--- config.mk ---
export PLATFORM = sky130hd
export DESIGN_NAME = shift_deserializer
export DESIGN_NICKNAME = d
export VERILOG_FILES = /design/src/rtl/shift_deserializer_pkg.sv /design/src/rtl/shift_deserializer_core.sv /design/src/rtl/shift_deserializer.sv
export SDC_FILE = /design/constraint.sdc
export NUM_CORES = 1
export LEC_CHECK = 0
export CORE_MARGIN = 2
export CORE_UTILIZATION = 35
export CTS_CLUSTER_SIZE = 12
export DETAILED_ROUTE_END_ITERATION = 8
export GPL_TIMING_DRIVEN = 1
export SETUP_SLACK_MARGIN = 0.3
export SLEW_MARGIN = 20
export SYNTH_ARGS = -nofsm -noshare
export SYNTH_HDL_FRONTEND = slang
export SYNTH_HIERARCHICAL = 1
export SYNTH_SLANG_ARGS = --single-unit
--- constraint.sdc ---
create_clock -name clk -period 2.2 [get_ports clk]
set_input_delay 0.33 -clock clk [delete_from_list [all_inputs] [get_ports clk]]
set_output_delay 0.33 -clock clk [all_outputs]
set_load 0.05 [all_outputs]
--- src/rtl/shift_deserializer_pkg.sv ---
// ----------------------------------------------------------------------------
// shift_deserializer_pkg
// Constants and helpers used by the serial-to-parallel receiver.
//   DEFAULT_WIDTH       : default word width (matches the 8-bit transmitter)
//   BIT_ORDER_LSB_FIRST : first received bit lands in word bit 0
//   BIT_ORDER_MSB_FIRST : first received bit lands in word bit WIDTH-1
//   cnt_width()         : width of a counter able to hold 0..WIDTH
// ----------------------------------------------------------------------------
package shift_deserializer_pkg;

    localparam int DEFAULT_WIDTH = 8;

    localparam bit BIT_ORDER_LSB_FIRST = 1'b1;
    localparam bit BIT_ORDER_MSB_FIRST = 1'b0;

    function automatic int cnt_width(input int width);
        return $clog2(width + 1);
    endfunction

endpackage

--- src/rtl/shift_deserializer_core.sv ---
// ----------------------------------------------------------------------------
// deser_shift_core
// Shift register plus bit counter. Collects accepted serial bits and offers
// the completed word on the edge that accepts the last bit.
// Ports:
//   clk, reset  : clock, asynchronous active-high reset
//   ser_in      : serial data bit
//   ser_valid   : ser_in is taken on this edge
//   clr         : synchronous abort of the partial word
//   bit_cnt     : bits collected in the current word
//   candidate   : assembled word including the bit being accepted now
//   complete    : high during the cycle whose edge accepts the last bit
// ----------------------------------------------------------------------------
module deser_shift_core
    import shift_deserializer_pkg::*;
#(
    parameter int WIDTH     = DEFAULT_WIDTH,
    parameter bit LSB_FIRST = BIT_ORDER_LSB_FIRST
) (
    input  logic                        clk,
    input  logic                        reset,
    input  logic                        ser_in,
    input  logic                        ser_valid,
    input  logic                        clr,
    output logic [cnt_width(WIDTH)-1:0] bit_cnt,
    output logic [WIDTH-1:0]            candidate,
    output logic                        complete
);

    localparam int CW = cnt_width(WIDTH);
    localparam logic [CW-1:0] LAST_IDX = CW'(WIDTH - 1);

    logic [WIDTH-1:0] shift_reg;
    logic [WIDTH-1:0] shift_next;

    generate
        if (LSB_FIRST == BIT_ORDER_LSB_FIRST) begin : g_lsb_first
            // Right shift, same direction as the transmitter, so the first
            // bit ends up in bit 0 after WIDTH shifts.
            assign shift_next = {ser_in, shift_reg[WIDTH-1:1]};
        end else begin : g_msb_first
            assign shift_next = {shift_reg[WIDTH-2:0], ser_in};
        end
    endgenerate

    // The candidate is the post-shift value so the final bit is included
    // without waiting an extra cycle.
    assign candidate = shift_next;
    assign complete  = ser_valid && !clr && (bit_cnt == LAST_IDX);

    always_ff @(posedge clk or posedge reset) begin
        if (reset) begin
            shift_reg <= '0;
            bit_cnt   <= '0;
        end else if (clr) begin
            shift_reg <= '0;
            bit_cnt   <= '0;
        end else if (ser_valid) begin
            shift_reg <= shift_next;
            bit_cnt   <= complete ? '0 : bit_cnt + CW'(1);
        end
    end

endmodule

--- src/rtl/shift_deserializer.sv ---
// ----------------------------------------------------------------------------
// shift_deserializer
// Serial-in, parallel-out receiver with a holding register and valid/ready
// output, so collection of the next word continues while a word waits.
// Ports:
//   clk, reset  : clock, asynchronous active-high reset
//   ser_in      : serial data bit
//   ser_valid   : ser_in is sampled on this edge
//   clr         : synchronous abort; drops the partial word, clears overrun
//   par_out     : assembled word (holding register)
//   par_valid   : par_out holds an unconsumed word
//   par_ready   : consumer takes par_out on an edge where par_valid=1
//   busy        : a partial word is in progress
//   bit_cnt     : bits collected in the current word
//   overrun     : sticky, a completed word was dropped
// ----------------------------------------------------------------------------
module shift_deserializer
    import shift_deserializer_pkg::*;
#(
    parameter int WIDTH     = DEFAULT_WIDTH,
    parameter bit LSB_FIRST = BIT_ORDER_LSB_FIRST
) (
    input  logic                        clk,
    input  logic                        reset,
    input  logic                        ser_in,
    input  logic                        ser_valid,
    input  logic                        clr,
    output logic [WIDTH-1:0]            par_out,
    output logic                        par_valid,
    input  logic                        par_ready,
    output logic                        busy,
    output logic [cnt_width(WIDTH)-1:0] bit_cnt,
    output logic                        overrun
);

    logic [WIDTH-1:0] candidate;
    logic             complete;

    deser_shift_core #(
        .WIDTH     (WIDTH),
        .LSB_FIRST (LSB_FIRST)
    ) u_core (
        .clk       (clk),
        .reset     (reset),
        .ser_in    (ser_in),
        .ser_valid (ser_valid),
        .clr       (clr),
        .bit_cnt   (bit_cnt),
        .candidate (candidate),
        .complete  (complete)
    );

    assign busy = (bit_cnt != '0);

    always_ff @(posedge clk or posedge reset) begin
        if (reset) begin
            par_out   <= '0;
            par_valid <= 1'b0;
            overrun   <= 1'b0;
        end else begin
            // A word can be loaded whenever the holding register is empty or
            // is being consumed on this same edge (no bubble on back-to-back).
            if (complete && (!par_valid || par_ready)) begin
                par_out   <= candidate;
                par_valid <= 1'b1;
            end else if (par_valid && par_ready) begin
                par_valid <= 1'b0;
            end

            // complete is already suppressed by clr, so clr always wins.
            if (clr) begin
                overrun <= 1'b0;
            end else if (complete && par_valid && !par_ready) begin
                overrun <= 1'b1;
            end
        end
    end

endmodule
==> results.tsv, run 1 <==
metric	value	unit
initialDrtViolationCount	6	
pin_count_of_the_biggest_net_entering_global_routing	14	
tmin_final	1.817	ns
post_synthesis_cell_area	937.1	um^2
grt_overall_usage	11.00	%
crit_required	1.87	ns
rd_place_congestion	0.6783	
layoutNonFillerInstCount	123	
setup_viol_count_final	0	
worst_clock_skew	0.005044	ns
vdd_drop_max	0.0003995	V
cp-start-kind	flop	
power_per_cell_area	557.5	mW/mm^2
largest_register_ffs	8	
outcome	finished clean	
power.leakage	0.6420	nW
ctsRootBufferMaster	sky130_fd_sc_hd__clkbuf_4	
area_growth_from_synthesis_to_layout	27.37	%
worst-slew-pin-transition	0.5008	ns
insertion_delay_of_the_later_clocked_pin_in_the_worst_skew_pair	0.30	ns
totalWireLength	1532	um
period_share	82.58	%
worst_r2r_startpoint	u_core/bit_cnt[0]	
synth.net_count	76	
worst_setup_path_end_kind	output port	
drt_pass1_iterations	2	
yosys_warnings	6	
yosysTopAreaCellShare	56.07	%
max-cap-violations	0	
port_buffers	20	
ys_seq_area_share	56.07	%
async_flop_share	100.0	%
detailed_placement_wirelength_estimate	1129	um
hold_buffers	0	
clock-sinks	21	
clk_pin_slew	0.12	ns
antenna_violations_before_repair	0	
vias_in_the_first_global_route	574	
core-area	0.002500	mm^2
tritoncts	done	
synth-main-ff-cell	sky130_fd_sc_hd__dfrtp_1	
synth-edff-count	0	
wire_length_of_the_first_global_routing_pass	2608	um
switching_power	174.8	uW
f_max	0.5504	GHz
postRouteAntennaNets	0	
synth.lib_cells_used.distinct	23	
number_of_buffers_on_the_longest_clock_path	2	
finalSetupTns	0	ns
cts_inserted_buffers	3	
timing.critical_path.arrival	1.49	ns
crit_fanout	5	
reg2regPathDepth	5	
hold_viol_final	0	
netlist.top_cell.by_area	sky130_fd_sc_hd__dfrtp_1	
drive_gt1_share	21.51	%
number_of_nets_at_the_end_of_the_flow	101	
synthTopCellsByArea	sky130_fd_sc_hd__dfrtp_1 56%, sky130_fd_sc_hd__mux2_4 14%, sky130_fd_sc_hd__mux2i_1 8.5%, sky130_fd_sc_hd__nor2_1 4.0%, sky130_fd_sc_hd__nand2b_4 1.5%	
critPathKind	reg -> out	
worstReg2RegEnd	par_out[0]	
dpl.cell_count	118	
routed_via_density	4.634	
cell_internal_pwr	490.7	uW
io_pins	21	
post_synth_inst_count	69	
clock_network_power_share	27.5	%
antenna_cells_inserted	0	
comb_power_share	12.7	%
die_height	55.75	um
timing.slew.headroom	66.56	%
vias	570	
holdCritPathClass	in -> async	
postSynthRegisterBits	21	
floorplan.die_area	0.003108	mm^2
grt_overflow_total	0	
cts-htree-levels	1	
average_detailed_routed_wire_length_per_instance	12.46	um
drc	0	
setup.reg_to_reg.worst_slack	0.50	ns
switching_share	26.27	%
total_power	665.5	uW
initial_utilization	37.49	%
std_cell_rows	18	
sequential_fraction_of_design_power	59.9	%
die_w	55.75	um
post_synth.cell_area_avg	13.58	um^2
report.final.slew_viol_count	0	
rsz_0062_raised_after_global_routing	false	
-- routing by layer --
layer | vias up | track usage (%) | share of wire [%]
li1 | 286 | - | -
met1 | 271 | 14.07 | 46
met2 | 9 | 16.84 | 49
met3 | 4 | 2.093 | 3.1
met4 | 0 | 7.317 | 1.6
met5 | - | 0 | 0
-- worst max path at each step --
stage | startpoint | to | slack, ns | cells past startpoint
global route | u_core/bit_cnt[1] | busy | 0.30 | 2
floorplan | u_core/bit_cnt[0] | par_out[7] | 0.31 | 5
CTS | u_core/bit_cnt[3] | bit_cnt[3] | 0.34 | 1
detailed placement | u_core/bit_cnt[1] | busy | 0.22 | 2
finish | u_core/bit_cnt[1] | busy | 0.38 | 2
global placement | u_core/bit_cnt[1] | busy | 0.24 | 2
-- cell type report --
| class | count | area, um^2 |
|---|---|---|
| Fill cell | 235 | 1306 |
| Sequential cell | 21 | 525.5 |
| Multi-Input combinational cell | 42 | 376.6 |
| Timing Repair Buffer | 23 | 215.2 |
| Tap cell | 30 | 37.54 |
| Clock buffer | 3 | 22.52 |
| Inverter | 3 | 11.26 |
| Clock inverter | 1 | 5.005 |
-- cells by family after synthesis --
family                     share of synthesized area (%)
muxes                                              22.96
and+or+nand+nor                                    12.69
buffers and inverters                              3.738
adders and majority gates                          1.335
AOI/OAI and AO/OA                                  2.270
xor gates and xnor gates                          0.9348
DFF                                                56.07
-- synthesized netlist by cell type (all sizes together), types with 3 or more instances --
library cell  number
dfrtp             21
nor2              10
mux2               9
mux2i              8
buf                3
inv                3
-- worst max-delay path, cell delays in order (launching register included) --
cell	delay (ns)
sky130_fd_sc_hd__dfrtp_1	0.43
sky130_fd_sc_hd__or4_1	0.53
sky130_fd_sc_hd__buf_2	0.23
-- stage by stage --
stage / cell area, um^2 / utilization, % / setup WS, ns / hold slack [ns]
2_1_floorplan: 937.1 / - / 0.3125 / 0.1702
3_3_place_gp: 1166 / 46.65 / 0.2447 / 0.4799
3_5_place_dp: 1166 / 46.65 / 0.2182 / 0.4939
4_1_cts: 1184 / 47.35 / 0.3391 / 0.3127
5_1_grt: 1194 / 47.75 / 0.3004 / 0.3349
6_report: 1194 / 47.75 / 0.3832 / 0.3208
-- repair_timing --
action                                 4_1_cts  5_1_grt
endpoints found under the hold margin        0        0
buffers inserted                             0        1
setup endpoints to repair                    5        2
gates resized for setup                      9        1
cloned                                       0        0
-- power by group through the flow --
stage	clock network (mW)	registers [mW]	logic, mW
final	0.183	0.398	0.0844
after global routing	0.210	0.400	0.0907
after CTS	0.197	0.399	0.0833
after detailed placement	0	0.406	0.0889
after global placement	0	0.406	0.0884
after floorplan	0	0.419	0.0442
-- cells in the final DEF (no fill, tap or decap) --
| cell | instances |
|---|---|
| sky130_fd_sc_hd__inv_1 | 3 |
| sky130_fd_sc_hd__or4_1 | 1 |
| sky130_fd_sc_hd__nor2b_1 | 1 |
| sky130_fd_sc_hd__nand3b_1 | 1 |
| sky130_fd_sc_hd__buf_2 | 1 |
| sky130_fd_sc_hd__nor3b_1 | 1 |
| sky130_fd_sc_hd__a21oi_1 | 1 |
| sky130_fd_sc_hd__dlymetal6s2s_1 | 1 |
| sky130_fd_sc_hd__xnor2_1 | 1 |
| sky130_fd_sc_hd__nand4_1 | 1 |
| sky130_fd_sc_hd__ha_1 | 1 |
| sky130_fd_sc_hd__buf_4 | 3 |
| sky130_fd_sc_hd__a21bo_2 | 1 |
| sky130_fd_sc_hd__nor2_1 | 10 |
| sky130_fd_sc_hd__nand2b_4 | 1 |
| sky130_fd_sc_hd__clkinv_2 | 1 |
| sky130_fd_sc_hd__a31oi_1 | 1 |
| sky130_fd_sc_hd__mux2i_1 | 8 |
| sky130_fd_sc_hd__nand2_4 | 1 |
| sky130_fd_sc_hd__dfrtp_1 | 21 |
| sky130_fd_sc_hd__mux2_4 | 9 |
| sky130_fd_sc_hd__or2b_1 | 1 |
| sky130_fd_sc_hd__clkbuf_4 | 3 |
| sky130_fd_sc_hd__nor3_1 | 1 |
| sky130_fd_sc_hd__dlygate4sd2_1 | 4 |
| sky130_fd_sc_hd__nand4b_1 | 1 |
| sky130_fd_sc_hd__clkdlybuf4s50_1 | 14 |
Power figures use the tool's default switching activity.
==> inputs of run 2 (changes only) <==
Clock period 2.2 ns to 1.8 ns, I/O delays scaled along.
==> run 2 against run 1 <==
  * Clock skew down 0.0019 ns
  * Setup slack worse by 0.29 ns
  * Critical path depth unchanged
  * Critical endpoint unchanged
  * Highest routed layer unchanged
==> results.tsv, run 2 (synthesis results as in run 1) <==
metric	value	unit	change
outcome	finished clean		
average_detailed_routed_wire_length_per_instance	12.81	um	+2.9%
stdcell_area	0.001249	mm^2	+4.6%
finalSetupTns	0	ns	unchanged
postRouteAntennaNets	0		unchanged
number_of_buffers_on_the_longest_clock_path	2		unchanged
area.sequential	528.0	um^2	+0.48%
pin_count_of_the_biggest_net_entering_global_routing	14		unchanged
reg2regPathDepth	6		+1
vdd_drop_max	0.0003739	V	-6.4%
drt_pass1_iterations	3		+1
layout_common_cells	19 x sky130_fd_sc_hd__dfrtp_1, 12 x sky130_fd_sc_hd__buf_4, 9 x sky130_fd_sc_hd__mux2_4, 9 x sky130_fd_sc_hd__nor2_1, 8 x sky130_fd_sc_hd__mux2i_1		
std_cell_rows	18		unchanged
initial_utilization	37.49	%	unchanged
wire_length_of_the_first_global_routing_pass	2780	um	+6.6%
power_per_cell_area	677.3	mW/mm^2	+21%
crit_fanout	5		unchanged
insertion_delay_of_the_later_clocked_pin_in_the_worst_skew_pair	0.29	ns	about the same
timing.slew.headroom	67.98	%	+1.4 points
die_height	55.75	um	unchanged
grt_overall_usage	11.49	%	+0.49 points
hold_viol_final	0		unchanged
cp-start-kind	flop		
dpl.cell_count	118		unchanged
antenna_cells_inserted	0		unchanged
setup_viol_count_final	0		unchanged
io_pins	21		unchanged
routed_via_density	4.602		-0.70%
final_common_cell	sky130_fd_sc_hd__dfrtp_1		
worstReg2RegEnd	par_out[0]		
clock-sinks	21		unchanged
cts-htree-levels	1		unchanged
f_max	0.5859	GHz	
cts_inserted_buffers	3		unchanged
worst_setup_path_end_kind	output port		
initialDrtViolationCount	4		-2
critPathKind	reg -> out		
holdCritPathClass	in -> async		
layoutNonFillerInstCount	128		+4.1%
number_of_nets_at_the_end_of_the_flow	106		+5.0%
core-area	0.002500	mm^2	unchanged
total_power	845.8	uW	+27%
cell_area_after_placement	0.001166	mm^2	unchanged
tmin_final	1.707	ns	
rd_place_congestion	0.6444		-5.0%
port_buffers	20		unchanged
antenna_violations_before_repair	0		unchanged
use_met2	19.22	%	+2.4 points
worst_clock_skew	0.003136	ns	-0.001909 ns
detailed_placement_wirelength_estimate	1122	um	-0.58%
fillerInstances	228		-3.0%
power.leakage	0.6520	nW	+1.6%
tritoncts	done		
ctsRootBufferMaster	sky130_fd_sc_hd__clkbuf_4		
die_w	55.75	um	unchanged
timing.critical_path.arrival	1.44	ns	-0.05 ns
globalRoute.busiestLayer	met2		
floorplan.die_area	0.003108	mm^2	unchanged
groute.layer.met3.usage	2.093	%	unchanged
rsz_0062_raised_after_global_routing	true		
worst_slack_on_hold_paths	0.2569	ns	-0.06384 ns
worst-slew-pin-transition	0.4822	ns	-0.01861 ns
clk_pin_slew	0.12	ns	about the same
totalWireLength	1640	um	+7.0%
grt_use_met1	14.37	%	+0.30 points
grt_overflow_total	0		unchanged
period_share	94.82	%	
multi_input_area	395.4	um^2	+5.0%
worst_r2r_startpoint	u_core/bit_cnt[0]		
drc	0		unchanged
setup.reg_to_reg.worst_slack	0.30	ns	-0.20 ns
crit_required	1.53	ns	-0.34 ns
report.final.slew_viol_count	0		unchanged
area_growth_from_synthesis_to_layout	33.24	%	
drive_gt1_share	37.76	%	+16 points
hold_buffers	0		unchanged
largest_register_ffs	8		unchanged
vias	589		+3.3%
max-cap-violations	0		unchanged
vias_in_the_first_global_route	606		+5.6%
[run 2: cell types whose count changed in the layout (fill, tap and decap cells not counted), moves of 2 or more]
| cell | change |
|---|---|
| sky130_fd_sc_hd__dfrtp_2 | +2 |
| sky130_fd_sc_hd__dlygate4sd2_1 | -4 |
| sky130_fd_sc_hd__clkdlybuf4s15_1 | +7 |
| sky130_fd_sc_hd__clkdlybuf4s50_1 | -9 |
| sky130_fd_sc_hd__buf_6 | +3 |
| sky130_fd_sc_hd__buf_4 | +9 |
| sky130_fd_sc_hd__dfrtp_1 | -2 |
[run 2: how the worst max path moves through the flow]
stage / start / end / slack, ns / depth (start not counted)
after floorplan: u_core/bit_cnt[0] / par_out[0] / 0.18 / 5
after global placement: ser_valid / par_out[5] / 0.12 / 5
after detailed placement: ser_valid / par_out[5] / 0.11 / 5
after CTS: u_core/bit_cnt[0] / busy / 0.03 / 2
after global routing: u_core/bit_cnt[1] / busy / 0.05 / 2
final: u_core/bit_cnt[0] / busy / 0.09 / 2
[run 2: repair_timing]
action / CTS / global route
setup buffers: 4 / 2
resized for setup: 9 / 12
pin swaps: 2 / 0
setup endpoints to repair: 17 / 17
[run 2: final cells by class]
| cell class | count | area share, % |
|---|---|---|
| Clock buffer | 3 | 1.804 |
| Clock inverter | 1 | 0.4008 |
| Tap cell | 30 | 3.006 |
| Sequential cell | 21 | 42.28 |
| Multi-Input combinational cell | 42 | 31.66 |
| Inverter | 3 | 0.9018 |
| Timing Repair Buffer | 28 | 19.94 |
[run 2: stage by stage]
| step | setup slack (ns) | utilization, % |
|---|---|---|
| after floorplan | 0.1782 | - |
| after global placement | 0.1212 | 46.65 |
| after detailed placement | 0.1064 | 46.65 |
| after CTS | 0.03174 | 48.70 |
| after global routing | 0.05251 | 49.95 |
| final | 0.09332 | 49.95 |
[run 2: power breakdown]
part | leakage, nW | internal [mW] | switching (mW)
Sequential | 0.288 | 0.480 | 0.00763
Clock | 0.0177 | 0.0826 | 0.143
Combinational | 0.346 | 0.0600 | 0.0724
[run 2: routing by layer]
layer,vias up,share of wire [%],routed length [um]
li1,295,-,-
met1,283,46,755
met2,9,50,815
met3,2,3.0,50
met4,0,1.2,19
met5,-,0,0
[run 2: worst max-delay path, stage by stage (launching register included)]
cell,delay (ns)
sky130_fd_sc_hd__dfrtp_2,0.45
sky130_fd_sc_hd__or4_4,0.52
sky130_fd_sc_hd__buf_6,0.17
